[src/rtl/bcd_gray_pkg.sv]
// Shared types and constants for the serial BCD to binary/Gray converter.
// Holds the FSM state encoding, result mode codes and the width check.
package bcd_gray_pkg;

    typedef enum logic [1:0] {
        IDLE = 2'd0,
        CONV = 2'd1,
        HOLD = 2'd2
    } state_t;

    localparam logic MODE_GRAY = 1'b0;
    localparam logic MODE_BIN  = 1'b1;

    // Bits needed to hold any value below 10**digits.
    function automatic int min_out_w(input int digits);
        int p;
        p = 1;
        for (int i = 0; i < digits; i++) begin
            p = p * 10;
        end
        return $clog2(p);
    endfunction

endpackage

[src/rtl/gray_encode.sv]
// Binary to reflected Gray code mapping.
// Purely combinational.
module gray_encode #(
    parameter int W = 14
) (
    input  logic [W-1:0] b,
    output logic [W-1:0] g
);

    assign g = b ^ (b >> 1);

endmodule

[src/rtl/bcd_gray_serial.sv]
// Serial packed-BCD to binary/Gray converter, one digit per clock.
// Valid/ready on both sides; result held until the consumer takes it.
module bcd_gray_serial #(
    parameter int DIGITS = 4,
    parameter int OUT_W  = 14
) (
    input  logic                  clk,
    input  logic                  rst,
    input  logic                  in_valid,
    output logic                  in_ready,
    input  logic [4*DIGITS-1:0]   in_bcd,
    input  logic                  in_mode,
    output logic                  out_valid,
    input  logic                  out_ready,
    output logic [OUT_W-1:0]      out_data,
    output logic                  out_err
);

    import bcd_gray_pkg::*;

    localparam int IDX_W = (DIGITS > 1) ? $clog2(DIGITS) : 1;

    if (DIGITS < 1 || DIGITS > 8) begin : g_bad_digits
        $error("bcd_gray_serial: DIGITS must be 1..8");
    end

    if (OUT_W < min_out_w(DIGITS)) begin : g_bad_width
        $error("bcd_gray_serial: OUT_W too small for DIGITS");
    end

    state_t               state_q;
    state_t               state_d;
    logic [4*DIGITS-1:0]  bcd_q;
    logic                 mode_q;
    logic [OUT_W-1:0]     acc_q;
    logic                 err_q;
    logic [IDX_W-1:0]     idx_q;
    logic [OUT_W-1:0]     out_data_q;
    logic                 out_err_q;

    logic [3:0]           digit;
    logic                 digit_bad;
    logic                 last;
    logic                 err_nxt;
    logic [OUT_W-1:0]     acc_nxt;
    logic [OUT_W-1:0]     gray_nxt;
    logic [OUT_W-1:0]     result;

    // Digit step: acc*10 + digit, error accumulation and final result select.
    always_comb begin
        digit     = bcd_q[{idx_q, 2'b00} +: 4];
        digit_bad = digit > 4'd9;
        last      = idx_q == '0;
        err_nxt   = err_q | digit_bad;
        acc_nxt   = (acc_q << 3) + (acc_q << 1) + OUT_W'(digit);
        if (err_nxt) begin
            result = '0;
        end else if (mode_q == MODE_GRAY) begin
            result = gray_nxt;
        end else begin
            result = acc_nxt;
        end
    end

    gray_encode #(
        .W (OUT_W)
    ) u_gray (
        .b (acc_nxt),
        .g (gray_nxt)
    );

    // State register.
    always_ff @(posedge clk) begin
        if (rst) begin
            state_q <= IDLE;
        end else begin
            state_q <= state_d;
        end
    end

    // Next-state: accept, convert DIGITS cycles, hold until taken.
    always_comb begin
        state_d = state_q;
        unique case (state_q)
            IDLE: if (in_valid)  state_d = CONV;
            CONV: if (last)      state_d = HOLD;
            HOLD: if (out_ready) state_d = IDLE;
            default:             state_d = IDLE;
        endcase
    end

    // Handshake outputs decoded from state.
    always_comb begin
        in_ready  = state_q == IDLE;
        out_valid = state_q == HOLD;
        out_data  = out_data_q;
        out_err   = out_err_q;
    end

    // Datapath: latch word on accept, step one digit per CONV cycle.
    always_ff @(posedge clk) begin
        if (rst) begin
            bcd_q      <= '0;
            mode_q     <= MODE_GRAY;
            acc_q      <= '0;
            err_q      <= 1'b0;
            idx_q      <= '0;
            out_data_q <= '0;
            out_err_q  <= 1'b0;
        end else if (state_q == IDLE && in_valid) begin
            bcd_q  <= in_bcd;
            mode_q <= in_mode;
            acc_q  <= '0;
            err_q  <= 1'b0;
            idx_q  <= IDX_W'(DIGITS - 1);
        end else if (state_q == CONV) begin
            acc_q <= acc_nxt;
            err_q <= err_nxt;
            idx_q <= idx_q - 1'b1;
            if (last) begin
                out_data_q <= result;
                out_err_q  <= err_nxt;
            end
        end
    end

endmodule

[config.mk]
export PLATFORM = sky130hd
export DESIGN_NAME = bcd_gray_serial
export DESIGN_NICKNAME = d
export VERILOG_FILES = /design/src/rtl/bcd_gray_pkg.sv /design/src/rtl/gray_encode.sv /design/src/rtl/bcd_gray_serial.sv
export SDC_FILE = /design/constraint.sdc
export NUM_CORES = 1
export LEC_CHECK = 0
export CORE_MARGIN = 3
export CORE_UTILIZATION = 30
export DETAILED_ROUTE_END_ITERATION = 10
export PLACE_DENSITY = 0.55
export SYNTH_ARGS = -nofsm -noshare
export SYNTH_HDL_FRONTEND = slang
export SYNTH_HIERARCHICAL = 1
export SYNTH_SLANG_ARGS = --single-unit
[constraint.sdc]
create_clock -name clk -period 8 [get_ports clk]
set_clock_uncertainty 0.2 [all_clocks]
set_input_delay 2.4 -clock clk [delete_from_list [all_inputs] [get_ports clk]]
set_output_delay 2.4 -clock clk [all_outputs]
set_load 0.03 [all_outputs]
==> results.md, run 1 <==
- DR pass1 iterations: 4
- Status: complete, no violations
- Final core occ: 0.3812
- Overall power: 0.0005424 W
- Clk Tree Root Cell: clkbuf_8
- Critical Path End Type: output pin
- Post-Synthesis Cells: 329
- TritonCTS clock tree: yes
- Clock sink total: 50
- H-tree levels: 2
- Seq/Total Area, Yosys: 0.3501
- Min-delay worst type: register to register
- Yosys reg bits: 50
- Routed len/inst: 12.50 um
- Post-CTS Setup Inserts: 0
- Setup WS pre-CTS: 3.652 ns
- Main synth FF type: dfxtp_1
- Final WS setup: 3.769 ns
- Pwr/cell area: 158.5 nW/um2
- Slew Viols, Final: 0
- Clk pin slew, worst setup/hold paths: 0.09 ns
- GPL Wtd Cong: 0.7728
- Max-Cap Viols: 0
- YS warnings: 6
- DRC: 0
- CTS Buffer Depth: 2
- Post-synth cell types: 44
- Initial antenna violation count: 0
- Grt ovf: 0
- Antenna Nets Post-Route: 0
- Worst setup SP type: register
- Final layout net count: 404
- Initial DRC count: 79
- Aggregate global-route resource usage: 0.1163
- Most area-hungry cell type in the Yosys netlist: dfxtp_1
- Relative slew slack: 0.4466
- Synth top area cells: dfxtp_1 (35%), ha_1 (10%), nand2_1 (8.4%)
- Period minus WS final: 4.231 ns
- Clock latency on the worst-skew pair: 0.30 ns
- Largest net degree at the start of global routing: 35
- Placed Area: 3327 um2
- Final hold vios: 0
- Count leader, synth: nand2_1
- Die area: 10740 um2
- Crit path max fanout: 4
- N_diodes: 0
- DRT Wirelength: 6.063 mm
- Kind of critical path: register to output pin
- Cts hold-fix bufs: 0
- Die X: 103.6 um
- Met2 Use GR: 0.2042
- Vias in the first global route: 2249
- Synthesized area: 2859 um2
- Fmax: 0.2364 GHz
- CTS buffer count: 5
- Average cell area after synthesis: 8.690 um2
- Fin crit share: 0.5288
- GR Util met3: 0.02363
- Synth-to-layout area growth: 19.69%
- Post-synth top area share: 0.3501
- Crit path arrival time: 1.63 ns
- Synth cell count leaders: nand2_1 (64), dfxtp_1 (50), a21oi_1 (39)
- Initial Utilization: 0.3185
- RSZ-0062 raised after global routing: no
- Worst EP required: 5.40 ns
- DR vias/cell: 4.771
- I/O pins: 38
- Number of I/O port buffers: 37
- FFs w/ async S/R, synth: 0
- DR vias: 2314
- Total negative setup slack: 0 ns
- Mapped Nets: 375
- First-pass GRT wire length: 10.54 mm
- Std cell rows: 34
- Slew of the pin with the lowest slew margin: 0.8290 ns
- VDD IR max: 69.89 uV
- Met1 global-route usage: 0.1418
- Layout cells sized above 1: 0.07521
- EDFF count, synth: 0
- Resize count post-CTS: 0
- HPWL after DPL: 4.614 mm
- Leakage: 1.454 nW
- Setup violators final: 0
- Die H: 103.6 um
- Final instance area: 3422 um2
- GR peak layer: met2
- Core area: 8976 um2
## sequential cells by signal, summed over array words and instances (netlist names)
register	count
acc_q	13
mode_q	1
err_q	1
bcd_q	16
out_err	1
idx_q	2
state_q	2
out_data	14
## report_power, final
part	leakage [nW]	switching (W)	total (W)	internal [W]
Sequential	0.407	0.0000115	0.000272	0.000261
Combinational	0.998	0.0000615	0.000113	0.0000515
Clock	0.0489	0.0000853	0.000157	0.0000716
Total	1.45	0.000158	0.000542	0.000384
## placed cells by master (no fill, tap or decap), drive strengths merged, types with 4 or more instances in the layout
cell	n
mux2i	4
dfxtp	50
inv	14
a21oi	39
nor2b	4
xor2	18
nand2b	9
ha	23
mux2	7
clkbuf	7
nand2	64
mux4	4
nor3	5
xnor2	7
clkdlybuf4s50	37
nor2	20
o21ai	9
a22oi	7
## per-layer routing
metal  part of all wire  vias to the layer above
li1                   -                     1193
met1               0.46                     1074
met2               0.49                       36
met3              0.033                       11
met4              0.019                        0
met5                  0                        -
## path summary, 6_finish.rpt
kind,end,from,cells past startpoint,slack (ns)
worst max-delay path,in_ready,state_q[0],2,3.77
worst min-delay path,out_data[9],out_data[9],2,0.25
worst max register to register,out_data[11],idx_q[0],13,3.93
worst min register to register,out_data[9],out_data[9],2,0.25
## metrics by stage
step / std cells / hold slack [ns]
2_1_floorplan: 329 / 0.2315
3_3_place_gp: 477 / 0.2406
3_5_place_dp: 477 / 0.2431
4_1_cts: 485 / 0.2573
5_1_grt: 485 / 0.2740
6_report: 485 / 0.2536
## worst max-delay path, stage by stage, from the launching register on
cell	delay, ns
dfxtp_1	0.34
nor2_1	0.25
clkdlybuf4s50_1	0.74
## kinds of logic (layout without fill, tap and decap cells)
group / after synthesis / count (layout) / synth area share
and+or+nand+nor: 109 / 109 / 0.1759
AOI/OAI and AO/OA: 75 / 75 / 0.1637
DFF: 50 / 50 / 0.3501
buffers and inverters: 30 / 60 / 0.04332
adders and majority gates: 25 / 25 / 0.1147
xor gates and xnor gates: 25 / 25 / 0.07659
muxes: 15 / 15 / 0.07571
## final cells by class
| class | instances | area, um2 |
|---|---|---|
| Clock buffer | 7 | 86.33 |
| Clock inverter | 1 | 8.758 |
| Fill cell | 936 | 5554 |
| Inverter | 13 | 48.80 |
| Multi-Input combinational cell | 249 | 1734 |
| Sequential cell | 50 | 1001 |
| Tap cell | 126 | 157.7 |
| Timing Repair Buffer | 39 | 385.4 |
Note: power is estimated with default switching activity, not from simulation.
==> run 2, diff against run 1 <==
- PLACE_DENSITY: 0.55 -> 0.56
- clock period: 8 -> 3.4 ns (I/O delays scaled with it)
==> results.md, run 2 (synthesis gave the netlist of run 1 again) <==
- Clk Tree Root Cell: clkbuf_8
- Final layout net count: 428 (+5.9%)
- Combinational share of power: 0.240 (+0.032)
- GPL Wtd Cong: 0.7833 (+1.4%)
- Fin cells: 508 (+4.7%)
- Fin crit share: 0.9970
- Sw frac: 0.2958 (+0.003798)
- Period minus WS final: 3.390 ns
- Most frequent cells in the layout: nand2_1 (64), dfxtp_1 (49), a21oi_1 (37), clkdlybuf4s50_1 (37), buf_4 (26)
- Die area: 10740 um2 (unchanged)
- DR vias/cell: 4.683 (-1.8%)
- Die H: 103.6 um (unchanged)
- Top reg by flops: bcd_q
- Total negative setup slack: 0 ns (unchanged)
- Worst EP required: 3.40 ns (-2.00 ns)
- Clk pin slew, worst setup/hold paths: 0.09 ns (about the same)
- HPWL after DPL: 4.905 mm (+6.3%)
- Overall power: 0.001289 W (+140%)
- Clock share of power: 0.262 (-0.027)
- First-pass GRT wire length: 11.29 mm (+7.1%)
- RSZ-0062 raised after global routing: yes
- Most common cell after layout, fill and taps aside: nand2_1
- Setup violators final: 0 (unchanged)
- Std cell rows: 34 (unchanged)
- Max FFs per register: 16 (unchanged)
- Leakage: 1.589 nW (+9.3%)
- Core area: 8976 um2 (unchanged)
- Kind of critical path: register to register
- VDD IR max: 204.6 uV (+190%)
- Status: complete, no violations
- Synth-to-layout area growth: 29.45%
- DR pass1 iterations: 4 (unchanged)
- Crit path arrival time: 3.39 ns (+1.76 ns)
- DRT Wirelength: 6.592 mm (+8.7%)
- Clock sink total: 50 (unchanged)
- TritonCTS clock tree: yes
- Initial antenna violation count: 0 (unchanged)
- N_diodes: 0 (unchanged)
- Routed len/inst: 12.98 um (+3.8%)
- CTS Buffer Depth: 2 (unchanged)
- Aggregate global-route resource usage: 0.1244 (+0.008168)
- Clock latency on the worst-skew pair: 0.30 ns (about the same)
- Relative slew slack: 0.4490 (+0.002439)
- Psw: 0.0003812 W (+140%)
- Max-Cap Viols: 0 (unchanged)
- Cts hold-fix bufs: 0 (unchanged)
- H-tree levels: 2 (unchanged)
- Slew Viols, Final: 0 (unchanged)
- Largest net degree at the start of global routing: 27 (-23%)
- DR vias: 2379 (+2.8%)
- Cell Count Post-Placement: 496 (+4.0%)
- Min-delay worst type: register to register
- Crit path max fanout: 5 (+1)
- Fmax: 0.2950 GHz
- Layout cells sized above 1: 0.1859 (+0.1107)
- Seq pwr share: 0.497 (-0.005)
- Antenna Nets Post-Route: 0 (unchanged)
- Worst setup SP type: register
- Slew of the pin with the lowest slew margin: 0.8253 ns (-0.003652 ns)
- CTS buffer count: 5 (unchanged)
- Number of I/O port buffers: 37 (unchanged)
- Final hold vios: 0 (unchanged)
- Initial Utilization: 0.3185 (unchanged)
- Die X: 103.6 um (unchanged)
- Initial DRC count: 99 (+25%)
- Vias in the first global route: 2347 (+4.4%)
- Grt ovf: 0 (unchanged)
- Filler cells: 918 (-1.9%)
- I/O pins: 38 (unchanged)
- Int Pwr: 0.0009076 W (+140%)
- Critical Path End Type: register
- Setup WS pre-CTS: -0.2444 ns (-3.896 ns)
- Multi-input gate area: 1844 um2 (+6.3%)
- DRC: 0 (unchanged)
- Pwr/cell area: 348.2 nW/um2 (+120%)
- Final WS setup: 0.01033 ns (-3.759 ns)
- Hold Worst Slack: 0.2546 ns (+0.0009510 ns)
- Reg area: 1005 um2 (+0.37%)
-- run 2: cell types whose count changed in the layout (fill, tap and decap cells not counted), moves of 2 or more --
cell / change
a21oi_2: +2
xnor2_1: -3
buf_4: +24
a211oi_1: -2
a21oi_1: -2
a211oi_2: +2
xnor2_2: +3
inv_2: +2
inv_1: -2
ha_1: -3
ha_4: +3
-- run 2: cell type report --
type,count,area share
inverter,13,0.01318
tap,126,0.04260
sequential,50,0.2715
clock inverter,1,0.002028
timing repair buffer,63,0.1528
clock buffer,6,0.01961
multi-input combinational,249,0.4983
-- run 2: routing by layer --
layer	wire (um)	up-vias	global-route usage
met2	3212	36	0.2159
met5	0	-	0
met1	3174	1098	0.1630
li1	-	1241	-
met3	181	4	0.02114
met4	24	0	0.02564
-- run 2: repair_timing --
item / 4_1_cts / 5_1_grt
buffers inserted: 2 / 3
pin swaps: 9 / 7
setup endpoints to repair: 12 / 9
resized for setup: 10 / 12
-- run 2: worst max-delay path, stage by stage, from the launching register on --
cell and delay [ns]:
dfxtp_4 0.39, mux4_2 0.50, inv_2 0.08, fa_1 0.45
fa_2 0.39, nand2b_4 0.16, a211oi_2 0.21, o41a_1 0.18
nor2_2 0.05, xor2_1 0.18, inv_1 0.10, xor2_1 0.16
mux2i_1 0.15, o21ai_1 0.08
-- run 2: path summary, 6_finish.rpt --
path	startpoint	end	slack, ns	cells past startpoint
worst max register to register	idx_q[0]	out_data[11]	0.01	13
worst min-delay path	out_data[9]	out_data[9]	0.25	2
worst max-delay path	idx_q[0]	out_data[11]	0.01	13
worst min register to register	out_data[9]	out_data[9]	0.25	2
-- run 2: power by group through the flow --
stage          Sequential, W  Clock [W]  Combinational [W]
2_1_floorplan       0.000650          0           0.000196
4_1_cts             0.000642   0.000346           0.000302
6_report            0.000641   0.000338           0.000310
3_3_place_gp        0.000653          0           0.000292
5_1_grt             0.000646   0.000375           0.000343
3_5_place_dp        0.000654          0           0.000295
-- run 2: through the flow --
| step | util | area, um2 |
|---|---|---|
| 6_report | 0.4123 | 3701 |
| 5_1_grt | 0.4123 | 3701 |
| 4_1_cts | 0.4021 | 3610 |
| 3_5_place_dp | 0.3877 | 3480 |
| 3_3_place_gp | 0.3877 | 3480 |
| 2_1_floorplan | - | 2869 |
